[src/rtl/vga_frame_capture.sv]
// Captures one WIDTH x HEIGHT window of an incoming VGA stream as RGB332 bytes
// and streams it to a frame-buffer write port, one pixel per cycle.
module vga_frame_capture #(
    parameter int unsigned WIDTH   = 200,
    parameter int unsigned HEIGHT  = 200,
    parameter int unsigned X_START = 350,
    parameter int unsigned Y_START = 150
) (
    input  logic        clk_25M,
    input  logic        rst,
    input  logic        hsync_in,
    input  logic        vsync_in,
    input  logic [7:0]  data_r,
    input  logic [7:0]  data_g,
    input  logic [7:0]  data_b,
    input  logic        arm,
    input  logic        abort,
    output logic [15:0] wr_addr,
    output logic [7:0]  wr_data,
    output logic        wr_en,
    output logic        busy,
    output logic        frame_done,
    output logic        err_short
);

    // state   | meaning
    // IDLE    | waiting for arm
    // ARMED   | waiting for the next frame start (vsync falling edge)
    // CAPTURE | writing window pixels of the current frame
    // DONE    | last pixel written; frame_done pulse, back to IDLE
    localparam logic [1:0] S_IDLE    = 2'd0;
    localparam logic [1:0] S_ARMED   = 2'd1;
    localparam logic [1:0] S_CAPTURE = 2'd2;
    localparam logic [1:0] S_DONE    = 2'd3;

    localparam int unsigned NPIX     = WIDTH * HEIGHT;
    localparam logic [15:0] LAST_IDX = 16'(NPIX - 1);
    localparam logic [10:0] X_LO     = 11'(X_START);
    localparam logic [10:0] X_HI     = 11'(X_START + WIDTH);
    localparam logic [10:0] Y_LO     = 11'(Y_START);
    localparam logic [10:0] Y_HI     = 11'(Y_START + HEIGHT);

    logic [1:0]  state_q, state_d;
    logic        hs_q, hs_d;
    logic        vs_q, vs_d;
    logic [9:0]  x_pos_q, x_pos_d;
    logic [9:0]  y_pos_q, y_pos_d;
    logic [15:0] idx_q, idx_d;
    logic [15:0] wr_addr_q, wr_addr_d;
    logic [7:0]  wr_data_q, wr_data_d;
    logic        wr_en_q, wr_en_d;
    logic        frame_done_q, frame_done_d;
    logic        err_short_q, err_short_d;

    logic        hs_fall;
    logic        vs_fall;
    logic        in_win;
    logic [7:0]  pix;
    logic        unused_bits;

    assign hs_fall = hs_q & ~hsync_in;
    assign vs_fall = vs_q & ~vsync_in;

    assign in_win = ({1'b0, x_pos_q} >= X_LO) && ({1'b0, x_pos_q} < X_HI) &&
                    ({1'b0, y_pos_q} >= Y_LO) && ({1'b0, y_pos_q} < Y_HI);

    assign pix         = {data_r[7:5], data_g[7:5], data_b[7:6]};
    assign unused_bits = ^{data_r[4:0], data_g[4:0], data_b[5:0]};

    always_comb begin
        hs_d = hsync_in;
        vs_d = vsync_in;

        if (hs_fall)
            x_pos_d = 10'd0;
        else if (x_pos_q == 10'd1023)
            x_pos_d = x_pos_q;
        else
            x_pos_d = x_pos_q + 10'd1;

        if (vs_fall)
            y_pos_d = 10'd0;
        else if (hs_fall && (y_pos_q != 10'd1023))
            y_pos_d = y_pos_q + 10'd1;
        else
            y_pos_d = y_pos_q;
    end

    always_comb begin
        state_d      = state_q;
        idx_d        = idx_q;
        wr_addr_d    = wr_addr_q;
        wr_data_d    = wr_data_q;
        wr_en_d      = 1'b0;
        frame_done_d = 1'b0;
        err_short_d  = err_short_q;

        case (state_q)
            S_IDLE: begin
                if (arm && !abort) begin
                    state_d     = S_ARMED;
                    err_short_d = 1'b0;
                end
            end
            S_ARMED: begin
                if (abort) begin
                    state_d = S_IDLE;
                end else if (vs_fall) begin
                    state_d   = S_CAPTURE;
                    idx_d     = 16'd0;
                    wr_addr_d = 16'd0;
                end
            end
            S_CAPTURE: begin
                if (abort) begin
                    state_d = S_IDLE;
                end else if (vs_fall) begin
                    // a new frame began before the window filled
                    state_d     = S_IDLE;
                    err_short_d = 1'b1;
                end else if (in_win) begin
                    wr_en_d   = 1'b1;
                    wr_addr_d = idx_q;
                    wr_data_d = pix;
                    idx_d     = idx_q + 16'd1;
                    if (idx_q == LAST_IDX) begin
                        state_d      = S_DONE;
                        frame_done_d = 1'b1;
                    end
                end
            end
            S_DONE: begin
                state_d = S_IDLE;
            end
            default: begin
                state_d = S_IDLE;
            end
        endcase
    end

    always_ff @(posedge clk_25M or negedge rst) begin
        if (!rst) begin
            state_q      <= S_IDLE;
            hs_q         <= 1'b1;
            vs_q         <= 1'b1;
            x_pos_q      <= 10'd0;
            y_pos_q      <= 10'd0;
            idx_q        <= 16'd0;
            wr_addr_q    <= 16'd0;
            wr_data_q    <= 8'd0;
            wr_en_q      <= 1'b0;
            frame_done_q <= 1'b0;
            err_short_q  <= 1'b0;
        end else begin
            state_q      <= state_d;
            hs_q         <= hs_d;
            vs_q         <= vs_d;
            x_pos_q      <= x_pos_d;
            y_pos_q      <= y_pos_d;
            idx_q        <= idx_d;
            wr_addr_q    <= wr_addr_d;
            wr_data_q    <= wr_data_d;
            wr_en_q      <= wr_en_d;
            frame_done_q <= frame_done_d;
            err_short_q  <= err_short_d;
        end
    end

    assign wr_addr    = wr_addr_q;
    assign wr_data    = wr_data_q;
    assign wr_en      = wr_en_q;
    assign frame_done = frame_done_q;
    assign err_short  = err_short_q;
    assign busy       = (state_q == S_ARMED) || (state_q == S_CAPTURE);

endmodule

[config.mk]
export PLATFORM = sky130hd
export DESIGN_NAME = vga_frame_capture
export DESIGN_NICKNAME = d
export VERILOG_FILES = /design/src/rtl/vga_frame_capture.sv
export SDC_FILE = /design/constraint.sdc
export NUM_CORES = 1
export LEC_CHECK = 0
export CAP_MARGIN = 20
export CORE_UTILIZATION = 54
export CTS_CLUSTER_SIZE = 24
export DETAILED_ROUTE_END_ITERATION = 16
export PLACE_DENSITY = 0.87
export SLEW_MARGIN = 40
export SYNTH_ARGS = -nofsm -noshare
export SYNTH_HDL_FRONTEND = slang
export SYNTH_SLANG_ARGS = --single-unit
export TNS_END_PERCENT = 1
[constraint.sdc]
create_clock -name clk_25M -period 2.65 [get_ports clk_25M]
set_input_delay 0.265 -clock clk_25M [delete_from_list [all_inputs] [get_ports clk_25M]]
set_output_delay 0.265 -clock clk_25M [all_outputs]
set_load 0.02 [all_outputs]
==> results_dict.tcl <==
set metrics [dict create \
    ys_types 64 \
    final_cell_mix "65 x dfrtp_1, 40 x clkdlybuf4s50_1, 29 x nand2_1" \
    synthCells 355 \
    reg2reg_from "x_pos_q[6]$_DFFE_PN0P_" \
    grt_pass1_vias 2917 \
    setup_tns_ps 0 \
    die_y_um 84.58 \
    cp_slowest_stage_delay_ps 630 \
    post_cts_resized 0 \
    clkPwrFrac_pct 30.4 \
    start_util_pct 57.01 \
    drt_first_pass_iters 13 \
    run_status "finished clean" \
    path_delay_family "simple AND/OR/NAND/NOR gates" \
    port_buffers 41 \
    hold_class "primary input to flop" \
    ant_nets 0 \
    num_antenna_cells 0 \
    grt_pass1_wl_mm 13.70 \
    wl_mm 7.689 \
    p_seq_share_pct 42.8 \
    netlist.area_leader.share_pct 44.17 \
    rsz0062_at_grt "no" \
    yosysWarningCount 0 \
    vias 2877 \
    cp_num_buf_inv 0 \
    clkTransAtPathRegs_ps 70 \
    cp.arrival_ps 2600 \
    fill_cells 501 \
    drcViolationCount 0 \
    start_kind "flop" \
    drv_cap 0 \
    tightestPinTransition_ps 691.1 \
    slew_headroom_pct 53.93 \
    dp_cells 467 \
    setup_violations 0 \
    cts_buffers 9 \
    insertion_delay_ps 340 \
    setup_ws_ps 266.2 \
    period_needed_ps 2384 \
    finClkSkew_ps 9.024 \
    cts-root-buf "clkbuf_8" \
    gp_routability_congestion 0.8548 \
    ctsHoldBuffers 1 \
    grt_overflow_total 0 \
    combPwrFrac_pct 26.9 \
    critical_path.endpoint_type "flop" \
    power_switching_mw 0.9009 \
    clock_path_buffers 2 \
    synth.yosys.seq_area_share_pct 45.60 \
    die_w_um 84.58 \
    synth_area_leader_cell "dfrtp_1" \
    p_leak_nw 1.875 \
    layout-drive-gt1-share_pct 14.50 \
    synth_nets 393 \
    hpwl_mm 5.281 \
    final_nets 440 \
    vias_per_cell 5.944 \
    final_common_cell "dfrtp_1" \
    final_area_sq_mm 0.004399 \
    antenna_found_initial 0 \
    hold-worst-slack_ps 389.9 \
    place_area_sq_mm 0.004184 \
    first_iter_violations 256 \
    ir_drop_v 0.0004341 \
    fin_crit_sh_pct 89.95 \
    synth_edf_count 0 \
    core_area_sq_mm 0.006459 \
    slew_violations 0 \
    switching_share_pct 33.02 \
    dpl_worst_slack_ps 209.1 \
    max_freq_mhz 419.5 \
    io_pins 58 \
    worstHoldStart "hsync_in" \
    area_delta_synth_final_pct 19.47 \
    crit_type "flop to flop" \
    slowest_stage "and3b_1" \
    cp_cell_sequence "or4b_1, a21oi_2, nor3_2, and3b_1, mux2_4" \
    hold_viol 0 \
    h-tree-depth 3 \
    required_ps 2870 \
    grt_use_total_pct 24.34 \
    wire_per_inst_um 15.89 \
    pwr_density_cell_mw_per_mm2 620.2 \
    synthFlopType "dfrtp_1" \
    ys_ff_latch 67 \
    p_int_mw 1.827 \
    synthTopCellsByArea "dfrtp_1 44%, mux2i_1 4.6%, a2bb2oi_2 4.1%" \
    design.die.area_sq_mm 0.007153 \
    grt_max_degree 32 \
    path_max_fanout 10 \
    cts_tree "done" \
    synth.avg_cell_area_sq_um 10.37 \
    post_cts_buffers 0 \
    synth-async-reset-ratio_pct 100.0 \
    syn_area_sq_mm 0.003682 \
    cp-startpoint "x_pos_q[6]$_DFFE_PN0P_" \
    clkSinkCount 67 \
    fin_cells 484 \
    core.rowCount 29 \
]
-- per-layer routing --
layer  global-route usage [%]  vias to the layer above  wire, um
li1                         -                     1367         -
met1                    32.54                     1396      3491
met2                    38.29                      106      3620
met3                    5.998                        8       485
met4                    9.707                        0        91
met5                        0                        -         0
-- power groups by stage --
stage	clock [mW]	sequential (mW)	combinational (mW)
floorplan	0	1.17	0.557
global placement	0	1.18	0.710
detailed placement	0	1.18	0.729
CTS	0.849	1.16	0.737
global route	0.906	1.18	0.808
finish	0.829	1.17	0.733
-- worst paths after layout --
check | endpoint | slack [ps] | cells after the start
worst min register to register | wr_data[5]$_DFFE_PN0P_ | 510 | 1
worst max register to register | wr_data[3]$_DFFE_PN0P_ | 270 | 5
min in group asynchronous | idx_q[10]$_DFFE_PN0P_ | 510 | 2
max in group asynchronous | wr_data[7]$_DFFE_PN0P_ | 1390 | 3
worst max-delay path | wr_data[3]$_DFFE_PN0P_ | 270 | 5
worst min-delay path | hs_q$_DFF_PN1_ | 390 | 1
-- synthesized netlist by cell type, drive strengths merged, types with 2 or more instances --
library cell and n:
dfrtp 65, nand4 12, nor2 25, or3 5
mux2 8, mux2i 17, nor3b 3, a211o 2
buf 9, o31ai 3, o21a 4, nor3 13
and3 7, a21boi 10, a2bb2oi 11, nor4 5
xor2 10, a21oi 7, nand2b 5, xnor2 3
nand3 9, clkbuf 8, o21ai 7, ha 8
o41ai 5, inv 27, nand2 29, or2 2
and2 4, dfstp 2, a31oi 4, a311oi 2
nor2b 3, a211oi 3, nor4b 2
-- through the flow --
stage                     util, %  power, mW
after floorplan                 -      1.722
after global placement      64.78      1.888
after detailed placement    64.78      1.912
after CTS                   68.02      2.750
after global routing        68.11      2.891
final                       68.11      2.728
-- area by class of cell --
| type | instances | area, sq um | share of cell area [%] |
|---|---|---|---|
| sequential | 67 | 1679 | 38.17 |
| tap | 77 | 96.34 | 2.190 |
| clock buffer | 13 | 178.9 | 4.067 |
| timing repair buffer | 53 | 510.5 | 11.60 |
| clock inverter | 3 | 20.02 | 0.4551 |
| multi-input combinational | 244 | 1813 | 41.21 |
| inverter | 27 | 101.3 | 2.304 |
-- sequential cells by signal, indices dropped and copies added, names as in the netlist --
signal and cells:
err_short 1, frame_done 1, wr_addr 16, state_q 2
x_pos_q 10, hs_q 1, y_pos_q 10, vs_q 1
wr_data 8, idx_q 16, wr_en 1
-- cells by family (layout without fill, tap and decap cells) --
kind of cell | Yosys count | in the layout | synth area share [%]
compound gates | 66 | 66 | 15.77
xor+xnor | 13 | 13 | 3.092
fa+ha+maj | 8 | 8 | 2.718
buf+inv | 44 | 96 | 5.504
flops | 67 | 67 | 45.60
mux | 25 | 25 | 7.883
simple gates | 132 | 132 | 19.44
No activity file was read; power rests on OpenSTA's default activity.
